File: src/rtl/ls_queue.sv
`default_nettype none
// +----------------------------------------------------------------------------+
// | ls_queue : in-order load/store queue feeding the data-cache issue stage    |
// | Revision : 1.0                                                             |
// +----------------------------------------------------------------------------+
module ls_queue #(
  parameter int DEPTH = 8,
  parameter int PTR_W = 3
) (
  input  logic             clk,
  input  logic             reset,
  input  logic             flush,
  input  logic             disp_valid,
  input  logic             disp_opcode,
  input  logic [5:0]       disp_tag,
  input  logic [31:0]      disp_base,
  input  logic [15:0]      disp_offset,
  input  logic [31:0]      disp_data,
  input  logic             disp_data_valid,
  input  logic [5:0]       disp_data_tag,
  input  logic             cdb_valid,
  input  logic [5:0]       cdb_tag,
  input  logic [31:0]      cdb_data,
  output logic             lsq_full,
  output logic [PTR_W:0]   lsq_count,
  output logic             ls_ready_out,
  output logic [31:0]      ls_data,
  output logic [31:0]      ls_address,
  output logic [5:0]       ls_tag,
  output logic             opcode,
  input  logic             ls_accept
);

  typedef enum logic [0:0] {
    ST_IDLE = 1'b0,
    ST_REQ  = 1'b1
  } state_t;

  localparam logic [PTR_W:0] c_depth = (PTR_W+1)'(DEPTH);

  state_t            r_state;
  state_t            w_state_nxt;
  logic              w_load;

  logic [DEPTH-1:0]  r_valid;
  logic [DEPTH-1:0]  r_data_ready;
  logic [DEPTH-1:0]  r_store;
  logic [5:0]        r_tag      [DEPTH];
  logic [31:0]       r_addr     [DEPTH];
  logic [31:0]       r_data     [DEPTH];
  logic [5:0]        r_data_tag [DEPTH];
  logic [PTR_W-1:0]  r_head;
  logic [PTR_W-1:0]  r_tail;
  logic [PTR_W:0]    r_count;

  logic              w_push;
  logic              w_pop;
  logic              w_head_ready;
  logic              w_bypass;
  logic              w_disp_ready;
  logic [31:0]       w_disp_data;
  logic [31:0]       w_disp_addr;
  logic [DEPTH-1:0]  w_snoop_hit;

  assign lsq_full     = (r_count == c_depth);
  assign lsq_count    = r_count;
  assign ls_ready_out = (r_state == ST_REQ);

  assign w_push       = disp_valid && !lsq_full;
  assign w_pop        = (r_state == ST_REQ) && ls_accept;
  assign w_head_ready = r_valid[r_head] && r_data_ready[r_head];
  assign w_disp_addr  = disp_base + {{16{disp_offset[15]}}, disp_offset};

  // A store whose data producer broadcasts in its dispatch cycle takes the CDB value directly.
  assign w_bypass     = disp_opcode && !disp_data_valid && cdb_valid && (disp_data_tag == cdb_tag);
  assign w_disp_ready = !disp_opcode || disp_data_valid || w_bypass;
  assign w_disp_data  = w_bypass ? cdb_data : disp_data;

  always_comb begin
    w_snoop_hit = '0;
    for (int i = 0; i < DEPTH; i++) begin
      w_snoop_hit[i] = r_valid[i] && r_store[i] && !r_data_ready[i] &&
                       cdb_valid && (r_data_tag[i] == cdb_tag);
    end
  end

  always_ff @(posedge clk or negedge reset) begin
    if (!reset) begin
      r_valid      <= '0;
      r_data_ready <= '0;
      r_head       <= '0;
      r_tail       <= '0;
      r_count      <= '0;
    end else if (flush) begin
      r_valid      <= '0;
      r_data_ready <= '0;
      r_head       <= '0;
      r_tail       <= '0;
      r_count      <= '0;
    end else begin
      for (int i = 0; i < DEPTH; i++) begin
        if (w_snoop_hit[i]) r_data_ready[i] <= 1'b1;
      end
      if (w_pop) begin
        r_valid[r_head] <= 1'b0;
        r_head          <= r_head + PTR_W'(1);
      end
      if (w_push) begin
        r_valid[r_tail]      <= 1'b1;
        r_data_ready[r_tail] <= w_disp_ready;
        r_tail               <= r_tail + PTR_W'(1);
      end
      r_count <= r_count + (PTR_W+1)'(w_push) - (PTR_W+1)'(w_pop);
    end
  end

  // Payload needs no reset: every read is qualified by a valid bit.
  always_ff @(posedge clk) begin
    for (int i = 0; i < DEPTH; i++) begin
      if (w_snoop_hit[i]) r_data[i] <= cdb_data;
    end
    if (w_push) begin
      r_store[r_tail]    <= disp_opcode;
      r_tag[r_tail]      <= disp_tag;
      r_addr[r_tail]     <= w_disp_addr;
      r_data[r_tail]     <= w_disp_data;
      r_data_tag[r_tail] <= disp_data_tag;
    end
  end

  always_ff @(posedge clk or negedge reset) begin
    if (!reset) r_state <= ST_IDLE;
    else        r_state <= w_state_nxt;
  end

  always_comb begin
    w_state_nxt = r_state;
    w_load      = 1'b0;
    if (flush) begin
      w_state_nxt = ST_IDLE;
    end else begin
      case (r_state)
        ST_IDLE: begin
          if (w_head_ready) begin
            w_state_nxt = ST_REQ;
            w_load      = 1'b1;
          end
        end
        ST_REQ: begin
          if (ls_accept) w_state_nxt = ST_IDLE;
        end
        default: w_state_nxt = ST_IDLE;
      endcase
    end
  end

  // Request fields are captured on entry to REQ and held until the accept.
  always_ff @(posedge clk or negedge reset) begin
    if (!reset) begin
      ls_data    <= '0;
      ls_address <= '0;
      ls_tag     <= '0;
      opcode     <= 1'b0;
    end else if (w_load) begin
      ls_data    <= r_data[r_head];
      ls_address <= r_addr[r_head];
      ls_tag     <= r_tag[r_head];
      opcode     <= r_store[r_head];
    end
  end

endmodule
`default_nettype wire

File: config.mk
export PLATFORM = sky130hd
export DESIGN_NAME = ls_queue
export DESIGN_NICKNAME = d
export VERILOG_FILES = /design/src/rtl/ls_queue.sv
export SDC_FILE = /design/constraint.sdc
export NUM_CORES = 1
export LEC_CHECK = 0
export CORE_UTILIZATION = 48
export DETAILED_ROUTE_END_ITERATION = 10
export PLACE_DENSITY = 0.64
export SYNTH_ARGS = -nofsm -noshare
export SYNTH_HDL_FRONTEND = slang
export SYNTH_SLANG_ARGS = --single-unit
File: constraint.sdc
create_clock -name clk -period 4.8 [get_ports clk]
set_input_delay 0.72 -clock clk [delete_from_list [all_inputs] [get_ports clk]]
set_output_delay 0.72 -clock clk [all_outputs]
set_load 0.005 [all_outputs]
==> Word level (Yosys, flattened, before mapping) <==
Memories as Yosys holds them, arrays and structs flattened. A register that Yosys moved wholly into a read port is not among the register bits.
Index checks and enable logic that the tools add are counted.
{ "totals": {"mem_bits_rw": 608, "wordCells": 157, "mem_count": 4, "output_inout_bits": 77, "input_bits": 138, "reg_bits": 36} }
{ "op_classes": {"add_sub_neg": 5, "n_eq_ne": 10, "bitwise": 4, "magnitude_cmp": 4, "n_reduce_logical": 58, "mux": 64} }
{ "memory_table": {"columns": ["name", "words", "width", "read_ports", "rd_ports_with_merged_regs", "write_ports", "line_no", "source"], "rows": [
  ["r_addr", 8, 32, 1, 1, 1, "49", "logic [31:0] r_addr [DEPTH];"],
  ["r_data", 8, 32, 1, 1, 9, "50", "logic [31:0] r_data [DEPTH];"],
  ["r_data_tag", 8, 6, 8, 0, 1, "51", "logic [5:0] r_data_tag [DEPTH];"],
  ["r_tag", 8, 6, 1, 1, 1, "48", "logic [5:0] r_tag [DEPTH];"]
]} }
{ "op_table": {"columns": ["op", "n"], "rows": [
  ["$eq 6x6->1", 9],
  ["$mux 8", 6],
  ["$mux 1", 44],
  ["$logic_and 1x1->1", 40],
  ["$add 32x32->32", 1],
  ["$mux 32", 1],
  ["$bwmux 8", 2],
  ["$logic_not 1->1", 14],
  ["$mux 3", 4],
  ["$bmux 1 s3", 3],
  ["$and 8x8->8", 1],
  ["$lt 3x4->1 const B", 2],
  ["$not 8->8", 1],
  ["$or 8x8->8", 1],
  ["$add 3x1->3 const B", 2],
  ["$demux 1 s3", 2],
  ["$ge 3x1->1 const B", 2],
  ["$add 4x1->4", 1],
  ["$eq 4x4->1 const B", 1],
  ["$mux 4", 1],
  ["$reduce_bool 2->1", 2],
  ["$sub 4x1->4", 1],
  ["$logic_or 1x1->1", 2],
  ["$pmux 1 s2", 1],
  ["$not 1->1", 1]
]} }

==> Logic depth before layout (Yosys ltp) <==
{ "depth": {"depth_word": 11, "depth_mapped": 12, "depth_no_buf": 12} }

==> Least setup slack after synthesis <==
OpenSTA, ideal clock, no wires.
{ "synth_timing": {"path_kind": "input to register", "startpoint": "input cdb_tag[4]", "endpoint": "memory r_data[1][0], enable pin", "path_buffers": 1, "path_stages": 5, "t_required_ns": 4.328, "t_arrival_ns": 3.897, "setup_slack_ns": 0.431, "setup_ns": 0.472, "path_cell_list": "clkbuf_1 xor2_1 nor2_1 nand4_1 o31ai_1"} }
{ "synth_rtl": {"columns": ["element", "line_no", "source"], "rows": [
  ["start: declaration", "22", "input logic [5:0] cdb_tag,"],
  ["end: declaration", "50", null]
]} }

==> Final worst setup path <==
{ "layout_timing": {"startpoint": "input disp_offset[15]", "endpoint": "memory r_addr[2][30] (data pin)"} }
{ "layout_via": {"elab_chain_cells": 1} }
{ "layout_lines": {"columns": ["element", "line_no", "source"], "rows": [
  ["start: declaration", "17", "input logic [15:0] disp_offset,"],
  ["$add 32x32->32", "72", "assign w_disp_addr = disp_base + {{16{disp_offset[15]}}, disp_offset};"],
  ["via w_disp_addr[30]", "62", "logic [31:0] w_disp_addr;"],
  ["end: declaration", "49", null]
]} }
The timed path passes the listed nets, and every way through them passes these cells.

==> impl_metrics.json <==
{
  "vias": 17800,
  "grt_pass1_vias": 18700,
  "setup_viol": 0,
  "grt_pass1_wl_mm": 115,
  "syn-cell-area_um2": 32100,
  "fill_cells": 5013,
  "max_freq_mhz": 250,
  "die-area_um2": 67900,
  "routedWlPerCell_um": 24.9,
  "htree_levels": 3,
  "syn_avg_cell_area_um2": 16.9,
  "gp_congestion": 0.861,
  "period_minus_slack_ps": 4000,
  "status": "finished with violations",
  "synth_cell_types": 54,
  "syn_to_final_growth_pct": 18.1,
  "cts.repair.resized": 0,
  "drive_gt1_frac": 0.269,
  "layout_common_cells": "edfxtp_1, mux2_2, clkdlybuf4s50_1",
  "cts_hold_buf": 0,
  "grt_max_degree": 94,
  "numPortBuffers": 214,
  "die_w_um": 261,
  "worstSetupEndpointType": "flip-flop",
  "cts_tree": "done",
  "synth-warning-count": 0,
  "finalWirelength_mm": 75.9,
  "cts_buffers": 74,
  "vias_per_cell": 5.84,
  "clock_latency_ps": 610,
  "hold_violations": 0,
  "ys_seq_area_frac": 0.653,
  "syn-num-nets": 2072,
  "ios": 215,
  "violations": "design-rule violations",
  "tightest_slew_ps": 1230,
  "grt_setup_unrepaired": "no",
  "drt-initial-drc-count": 1299,
  "ys_ff_latch": 714,
  "drc_errors": 44,
  "crit_arrival_ps": 4230,
  "post-route-period-util": 0.833,
  "r2r_end": "r_data[4][28]",
  "start_kind": "primary input",
  "power.density_nw_per_um2": 422,
  "maxCapViolCount": 0,
  "post_cts_buffers": 0,
  "cts_buffer_depth": 3,
  "initial_core_util": 0.487,
  "r2r_cells": 9,
  "finalSetupTns_ps": 0,
  "synthFlopType": "edfxtp_1",
  "rows": 94,
  "grt_usage": 0.228,
  "placed_cell_area_um2": 35600,
  "path_class": "in2reg",
  "synth_cells": 1894,
  "synth-edff-count": 616,
  "final_nets": 2301,
  "hpwl_mm": 44.8,
  "cp_max_fo": 12,
  "core-area_um2": 66000,
  "layout_commonest_cell": "edfxtp_1",
  "crit_required_ps": 5030,
  "fin_area_um2": 37900,
  "p_leak_nw": 12.3,
  "final_max_slew_viol_count": 0,
  "hold_class": "in2async",
  "path_clk_slew_ps": 60,
  "async_flop_share": 0.137,
  "antenna_found_initial": 7,
  "cts_sinks": 714,
  "grt_overflow": 0,
  "die_y_um": 261,
  "dr.pass1.iters": 10,
  "cts-root-buf": "clkbuf_16",
  "r2r_slack_ps": 1260,
  "skew_ps": 17.3,
  "ant_nets": 0,
  "relSlewSlack": 0.175,
  "max-vdd-ir-drop_mv": 0.207,
  "worstReg2RegStart": "lsq_count[2]"
}
flip-flops by register name (all words and copies together) (netlist names):
name and cells:
r_addr 256, r_data 256, r_data_tag 48, r_tag 48, ls_address 32, ls_data 32, r_data_ready 8, r_store 8
r_valid 8, ls_tag 6, lsq_count 4, r_head 3, r_tail 3, ls_ready_out 1, opcode 1
synth_stat cells, drive strengths merged (10+ instances only):
master,number,area share
o21ai,32,0.0050
buf,47,0.0070
a211oi,10,0.0023
xor2,26,0.0071
xnor2,57,0.016
ha,38,0.015
clkbuf,57,0.0067
mux4,146,0.10
edfxtp,616,0.58
a21oi,115,0.018
dfrtp,98,0.076
nor2,104,0.012
nand3,17,0.0027
inv,19,0.0022
nand4,15,0.0029
mux2i,74,0.023
nand2,40,0.0047
mux2,259,0.091
layout make-up:
cell class                 count  area (µm²)  area share
antenna                        2        5.00    0.000132
clock buffer                 104        2090      0.0551
clock inverter                32         244     0.00644
inverter                      19        76.3     0.00201
multi-input combinational   1057       10800       0.285
sequential                   714       21000       0.553
tap                          864        1080      0.0285
timing repair buffer         257        2640      0.0696
worst max path at each step:
stage / end / slack [ps] / cells after the start / startpoint
4_1_cts: r_addr[2][30] / 970 / 8 / disp_offset[15]
6_report: r_addr[2][30] / 800 / 8 / disp_offset[15]
3_5_place_dp: r_addr[2][30] / 410 / 8 / disp_offset[15]
5_1_grt: r_addr[2][30] / 670 / 8 / disp_offset[15]
2_1_floorplan: r_data[1][0] / 430 / 5 / cdb_tag[4]
3_3_place_gp: r_addr[3][30] / 450 / 8 / disp_offset[15]
worst max-delay path: stages:
cell	delay, ps
clkdlybuf4s50_1	690
ha_1	590
nand2_1	140
o21ai_0	390
a21oi_1	120
o21ai_0	240
mux2_2	370
a311oi_1	960
metal layers:
layer	wire length [µm]	GRT usage	up-vias	share of wire
met5	75	0	-	0.00099
met4	1390	0.0577	10	0.018
met3	4020	0.0388	105	0.053
met2	38900	0.400	447	0.51
met1	31500	0.293	9258	0.41
li1	-	-	7972	-
through the flow:
stage               instances  setup slack [ps]  hold WS (ps)   util  total power [mW]
floorplan                1894               431           424      -              9.16
global placement         2911               449           512  0.539              10.5
detailed placement       2911               407           516  0.539              10.6
CTS                      3047               969           214  0.574              16.1
global route             3047               667           209  0.574              16.6
finish                   3049               800           157  0.574              16.0
report_power, final:
| part | leakage, nW | internal [mW] | total, mW | switching, mW |
|---|---|---|---|---|
| combinational | 4.44 | 1.37 | 2.62 | 1.26 |
| clock | 1.14 | 3.20 | 5.54 | 2.34 |
| sequential | 6.75 | 7.50 | 7.81 | 0.305 |
| total | 12.3 | 12.1 | 16.0 | 3.90 |
cells by family after synthesis:
family,share of synthesized area
DFF,0.653
muxes,0.216
and+or+nand+nor,0.0360
AOI/OAI and AO/OA,0.0405
buffers and inverters,0.0159
xor gates and xnor gates,0.0226
adders and majority gates,0.0161
(Power assumes the default switching activity.)
